**config.mk**
```make
export PLATFORM = sky130hd
export DESIGN_NAME = mag_window_detector
export DESIGN_NICKNAME = d
export VERILOG_FILES = /design/src/rtl/mag_window_detector.sv
export SDC_FILE = /design/constraint.sdc
export NUM_CORES = 1
export LEC_CHECK = 0
export CORE_ASPECT_RATIO = 1.25
export CORE_MARGIN = 8
export CORE_UTILIZATION = 34
export DETAILED_ROUTE_END_ITERATION = 8
export SLEW_MARGIN = 20
export SYNTH_ARGS = -nofsm -noshare
export SYNTH_HDL_FRONTEND = slang
export SYNTH_SLANG_ARGS = --single-unit
```
**constraint.sdc**
```tcl
create_clock -name clk -period 5.81 [get_ports clk]
set_input_delay 1.162 -clock clk [delete_from_list [all_inputs] [get_ports clk]]
set_output_delay 1.162 -clock clk [all_outputs]
set_load 0.02 [all_outputs]
```
**src/rtl/mag_window_detector.sv**
```systemverilog
// Sliding-window average, clearable peak hold and hysteresis detector
// for the 8-bit magnitude stream.
module mag_window_detector #(
    parameter int LOG2_WIN = 3,
    parameter int HOLDOFF  = 4
) (
    input  logic       clk,
    input  logic       rst_n,
    input  logic [7:0] mag_in,
    input  logic       mag_valid,
    input  logic [7:0] thr_hi,
    input  logic [7:0] thr_lo,
    input  logic       peak_clr,
    output logic [7:0] avg_out,
    output logic [7:0] peak_out,
    output logic       fill_done,
    output logic       detect,
    output logic       event_pulse,
    output logic [1:0] state_dbg
);

    localparam int WIN = 1 << LOG2_WIN;
    localparam int SW  = 8 + LOG2_WIN;
    localparam int HW  = (HOLDOFF > 0) ? $clog2(HOLDOFF + 2) : 1;

    typedef enum logic [1:0] {
        ST_IDLE  = 2'd0,
        ST_BELOW = 2'd1,
        ST_ABOVE = 2'd2,
        ST_HOLD  = 2'd3
    } state_t;

    state_t              state;
    logic [7:0]          win_buf [WIN];
    logic [LOG2_WIN-1:0] wp;
    logic [SW-1:0]       sum;
    logic [SW-1:0]       nsum;
    logic [LOG2_WIN:0]   fill_cnt;
    logic [HW-1:0]       hcnt;
    logic [HW-1:0]       hcnt_inc;
    logic [7:0]          navg;
    logic [7:0]          eff_lo;
    logic                fill_now;

    // mag_valid is a one-way strobe: every cycle it is high the sample is
    // consumed on that edge; there is no ready and no backpressure.
    always_comb begin
        nsum     = sum + SW'(mag_in) - SW'(win_buf[wp]);
        navg     = nsum[SW-1:LOG2_WIN];
        eff_lo   = (thr_lo < thr_hi) ? thr_lo : thr_hi;
        hcnt_inc = hcnt + HW'(1);
        fill_now = !fill_done && (fill_cnt == (LOG2_WIN+1)'(WIN - 1));
    end

    assign state_dbg = state;

    always_ff @(posedge clk or negedge rst_n) begin
        if (!rst_n) begin
            state       <= ST_IDLE;
            for (int i = 0; i < WIN; i++) win_buf[i] <= 8'd0;
            wp          <= '0;
            sum         <= '0;
            fill_cnt    <= '0;
            hcnt        <= '0;
            avg_out     <= 8'd0;
            peak_out    <= 8'd0;
            fill_done   <= 1'b0;
            detect      <= 1'b0;
            event_pulse <= 1'b0;
        end else begin
            event_pulse <= 1'b0;

            // A clear restarts tracking from the current sample, if any.
            if (peak_clr)
                peak_out <= mag_valid ? mag_in : 8'd0;
            else if (mag_valid && (mag_in > peak_out))
                peak_out <= mag_in;

            if (mag_valid) begin
                win_buf[wp] <= mag_in;
                wp          <= wp + LOG2_WIN'(1);
                sum         <= nsum;
                avg_out     <= navg;
                if (!fill_done) fill_cnt <= fill_cnt + (LOG2_WIN+1)'(1);
                if (fill_now) fill_done <= 1'b1;

                case (state)
                    ST_IDLE: begin
                        if (fill_now) begin
                            if (navg >= thr_hi) begin
                                state       <= ST_ABOVE;
                                detect      <= 1'b1;
                                event_pulse <= 1'b1;
                            end else begin
                                state <= ST_BELOW;
                            end
                        end
                    end
                    ST_BELOW: begin
                        if (navg >= thr_hi) begin
                            state       <= ST_ABOVE;
                            detect      <= 1'b1;
                            event_pulse <= 1'b1;
                        end
                    end
                    ST_ABOVE: begin
                        if (navg < eff_lo) begin
                            detect <= 1'b0;
                            hcnt   <= '0;
                            state  <= (HOLDOFF == 0) ? ST_BELOW : ST_HOLD;
                        end
                    end
                    ST_HOLD: begin
                        hcnt <= hcnt_inc;
                        if (hcnt_inc == HW'(HOLDOFF)) state <= ST_BELOW;
                    end
                    default: state <= ST_IDLE;
                endcase
            end
        end
    end

endmodule

```
==> results of run 1 <==
==> metal layers <==
layer,wire [µm],vias up,share of wire [%],global-route usage [%]
met5,0,-,0,0
li1,-,1969,-,-
met3,603,8,4.5,3.67
met4,125,0,0.93,3.07
met2,6660,73,49,22.0
met1,6080,2014,45,15.9
==> synth_stat cells (9+ instances only) <==
| master | instances | area [µm²] |
|---|---|---|
| dfrtp_1 | 98 | 2450 |
| inv_1 | 54 | 203 |
| nand2_1 | 51 | 191 |
| o21ai_0 | 51 | 255 |
| ha_1 | 50 | 626 |
| mux2_2 | 44 | 495 |
| mux4_2 | 16 | 360 |
| a21oi_1 | 15 | 75.1 |
| clkbuf_1 | 11 | 41.3 |
| mux2i_1 | 11 | 110 |
| nor2b_1 | 10 | 62.6 |
| xnor2_1 | 10 | 87.6 |
| a22o_1 | 9 | 78.8 |
| nor2_1 | 9 | 33.8 |
==> registers in the layout, summed over array words and instances (netlist names) <==
| signal | cells |
|---|---|
| peak_out | 8 |
| fill_cnt | 4 |
| fill_done | 1 |
| detect | 1 |
| event_pulse | 1 |
| hcnt | 3 |
| win_buf | 64 |
| sum | 3 |
| wp | 3 |
| avg_out | 8 |
| state_dbg | 2 |
==> per-stage QoR <==
step	hold slack (ns)	instance area (µm²)	std cells	utilization (%)	setup slack (ns)
after detailed placement	0.467	6650	791	39.5	0.176
final	0.477	6950	807	41.3	0.461
after global placement	0.456	6650	791	39.5	0.282
after CTS	0.484	6950	807	41.3	0.423
after floorplan	0.445	5860	528	-	0.498
after global routing	0.497	6950	807	41.3	0.116
==> area by class of cell <==
class                   instances  area [µm²]
clock buffers                  11         243
inverters                      54         203
well taps                     220         275
fillers                      1699        9890
flip-flops and latches         98        2450
multi-input cells             352        3080
repair buffers                 67         633
clock inverters                 5        61.3
==> final timing paths <==
path,startpoint,to,slack (ns)
worst max-delay path,wp[2],hcnt[0],0.46
worst min-delay path,win_buf[20],win_buf[20],0.48
worst max register to register,wp[2],hcnt[0],0.46
worst min register to register,win_buf[20],win_buf[20],0.48
max in group asynchronous,rst_n,win_buf[6],3.95
min in group asynchronous,rst_n,win_buf[41],0.87
==> critical path, stage by stage (launching register included) <==
cell and delay (ns):
dfrtp_1 0.76, mux4_2 0.59, mux2_2 0.28, fa_1 0.48, inv_1 0.04, ha_1 0.19
or3_1 0.39, nand3b_1 0.20, a31oi_1 0.22, xnor2_1 0.17, xnor2_1 0.18, ha_1 0.30
a21oi_1 0.14, o21ai_0 0.13, nor2_1 0.14, o21ai_0 0.11, o31ai_2 0.27, buf_4 0.18
o21ai_0 0.16, mux2_2 0.31
==> cells by family after synthesis <==
group | count (synthesis) | synth area share (%)
compound gates | 105 | 11.4
fa+ha+maj | 58 | 13.4
simple gates | 101 | 8.71
flops | 98 | 41.8
mux | 72 | 16.7
buf+inv | 78 | 5.55
xor+xnor | 16 | 2.39
==> results.cfg, run 1 <==
[status]
status = completed

[yosys]
yosysUniqueCellTypes = 53
postSynthCellCount = 528
yosysSeqAreaShare_pct = 41.8
synth_edf_count = 0
async_flop_share_pct = 100
synth_area_per_cell_um2 = 11.1
syn_area_um2 = 5860
synthFlopType = dfrtp_1
syn-num-nets = 614
yosys_warnings = 0
ys_ff_latch = 98

[drt]
drtAntennaViolNets = 0
drtIter0Drc = 279
wire_per_inst_um = 16.7
wl_mm = 13.5
vias = 4064
viasPerCell = 5.04
drc = 0
firstDrtPassIters = 4

[cells_and_area]
final_cell_mix = 98 x dfrtp_1, 54 x inv_1, 51 x nand2_1, 51 x o21ai_0, 50 x ha_1
area_delta_synth_final_pct = 18.6
drive_above_1_share_pct = 17.9
nets = 668
layout_commonest_cell = dfrtp_1
insertedDiodeCount = 0

[floorplanning]
rows = 53
die_h_um = 163
fp.dieW_um = 133
coreArea_um2 = 16800
io_pins = 49
dieArea_um2 = 21700
start_util_pct = 34.8

[setup_path]
r2r_cells = 19
crit_fanout = 13
path_class = reg -> reg
crit_required_ns = 6.04
cp.arrival_ns = 5.58
start_kind = register
endpoint_kind = register

[timing]
timing.final.crit_period_ns = 5.35
final-hold-violation-count = 0
final_max_slew_viol_count = 0
fin_skew_ns = 0.00871
maxSlewHeadroom_pct = 36.3
fin_setup_tns_ns = 0
rsz0062_at_grt = false
setup_viol = 0
period_share_pct = 92.1
tightestPinTransition_ns = 0.952
timing.fmax_mhz = 187

[place]
io_buffers = 48
gp_congestion = 0.838
dpl.hpwl_mm = 10.2

[cts]
cts_made_buffers = 9
path_clk_slew_ns = 0.07
cts_setup_buffers = 0
cts_max_level = 3
cts_tree = done
post_cts_resized = 0
clk_latency_ns = 0.36
cts.sinks = 98
max-clock-path-buffers = 2
root_buffer = clkbuf_16
hold_buffers = 0

[global_routing]
antenna_found_initial = 0
grt_max_degree = 65
grt_pass1_wl_mm = 22.3
grt_pass1_vias = 4252
grt.total_usage_pct = 12.9
grt_overflow = 0

[worst_hold_path]
hold_depth = 2
hold_path_class = reg -> reg

[flow_run]
drv_cap = 0
Power of run 1 is left out: the tool's default activity adds up to more than one toggle a clock period on the data nets, which glitch-free logic cannot reach.
==> inputs of run 2 (changes only) <==
--- a/config.mk
+++ b/config.mk
@@ -6,7 +6,7 @@
 export NUM_CORES = 1
 export LEC_CHECK = 0
 export CORE_ASPECT_RATIO = 1.25
-export CORE_MARGIN = 8
+export CORE_MARGIN = 5
 export CORE_UTILIZATION = 34
 export DETAILED_ROUTE_END_ITERATION = 8
 export SLEW_MARGIN = 20
==> run 2 against run 1 <==
  * Non-clock buffer count decreased by 1
  * Critical path depth unchanged
  * Clock-buffer cell count decreased by 2
  * Via count about the same
  * Sequential cell count unchanged
==> results.cfg, run 2 (synthesis results as in run 1) <==
[status]
status = completed

[timing]
period_share_pct = 92.1
maxSlewHeadroom_pct = 31.8
final-hold-violation-count = 0
fin_setup_tns_ns = 0
final_max_slew_viol_count = 0
tightestPinTransition_ns = 1.02
setup_viol = 0
timing.fmax_mhz = 187
rsz0062_at_grt = false
timing.final.crit_period_ns = 5.35
fin_skew_ns = 0.00688

[setup_path]
r2r-start = wp[2]
worstSetupStartpoint = wp[2]
cp.arrival_ns = 5.58
r2r_cells = 19
start_kind = register
endpoint_kind = register
timing.rr.end = hcnt[0]
crit_fanout = 12
path_class = reg -> reg
crit_required_ns = 6.04
r2r_slack_ns = 0.46

[cts]
cts_tree = done
cts_max_level = 3
max-clock-path-buffers = 2
cts.sinks = 98
hold_buffers = 0
post_cts_resized = 0
path_clk_slew_ns = 0.07
root_buffer = clkbuf_16
cts_made_buffers = 9
clk_latency_ns = 0.35
cts_setup_buffers = 0

[cells_and_area]
largest_reg_flops = 64
nets = 667
nFillCells = 1642
insertedDiodeCount = 0
area_delta_synth_final_pct = 18.4
final_cell_mix = 98 x dfrtp_1, 54 x inv_1, 51 x nand2_1, 51 x o21ai_0, 50 x ha_1
drive_above_1_share_pct = 17.9
regMostFlops = win_buf
layout_commonest_cell = dfrtp_1
top_regs = win_buf x64, avg_out x8, peak_out x8

[floorplanning]
io_pins = 49
fp.dieW_um = 127
coreArea_um2 = 16900
start_util_pct = 34.7
die_h_um = 157
dieArea_um2 = 20000
rows = 53

[worst_hold_path]
hold_depth = 1
holdCritStartpoint = fill_cnt[3]
hold_path_class = reg -> reg
hold-path-endpoint = fill_cnt[3]

[global_routing]
grt.total_usage_pct = 14.0
grt_pass1_wl_mm = 22.4
grt_pass1_vias = 4402
grt_overflow = 0
grt_max_degree = 55
antenna_found_initial = 0

[place]
io_buffers = 48
gp_congestion = 0.858
dpl.hpwl_mm = 9.85

[drt]
drtIter0Drc = 284
drc = 0
vias = 4066
wl_mm = 13.1
wire_per_inst_um = 16.2
firstDrtPassIters = 4
viasPerCell = 5.04
drtAntennaViolNets = 0

[flow_run]
drv_cap = 0
==> run 2: cell type report <==
cell class	instances	area (µm²)	area share, %
repair buffers	66	626	9.01
clock inverters	7	76.3	1.10
multi-input cells	352	3080	44.4
flip-flops and latches	98	2450	35.3
clock buffers	9	225	3.24
well taps	220	275	3.97
inverters	54	203	2.92
==> run 2: worst max path at each step <==
stage                   end  slack [ns]  cells after the start
6_report            hcnt[0]        0.46                     19
5_1_grt             hcnt[0]       0.009                     19
4_1_cts             hcnt[0]        0.45                     19
3_5_place_dp        hcnt[0]        0.15                     20
3_3_place_gp   state_dbg[0]        0.28                     19
2_1_floorplan  state_dbg[0]        0.50                     21
==> run 2: metrics by stage <==
step / worst slack [ns] / cells / hold WS (ns) / utilization [%] / cell area [µm²]
floorplan: 0.498 / 528 / 0.445 / - / 5860
CTS: 0.454 / 806 / 0.479 / 41.1 / 6940
global route: 0.00898 / 806 / 0.513 / 41.1 / 6940
finish: 0.459 / 806 / 0.478 / 41.1 / 6940
global placement: 0.283 / 790 / 0.457 / 39.3 / 6640
detailed placement: 0.146 / 790 / 0.468 / 39.3 / 6640
==> run 2: critical path, cell delays in order (launching register included) <==
cell and delay, ns:
dfrtp_1 0.78, mux4_2 0.59, mux2_2 0.28, fa_1 0.48, inv_1 0.04, ha_1 0.19, or3_1 0.40, nand3b_1 0.19
a31oi_1 0.23, xnor2_1 0.17, xnor2_1 0.17, ha_1 0.29, a21oi_1 0.15, o21ai_0 0.12, nor2_1 0.10, o21ai_0 0.11
o31ai_2 0.27, buf_4 0.18, o21ai_0 0.16, mux2_2 0.31
==> run 2: metal layers <==
layer | GRT usage (%) | vias to the layer above | part of all wire (%)
met2 | 23.2 | 76 | 47
met4 | 5.21 | 0 | 1.9
li1 | - | 1962 | -
met5 | 0 | - | 0
met3 | 2.46 | 20 | 4.1
met1 | 18.2 | 2008 | 47
Power of run 2 is left out for the same reason.
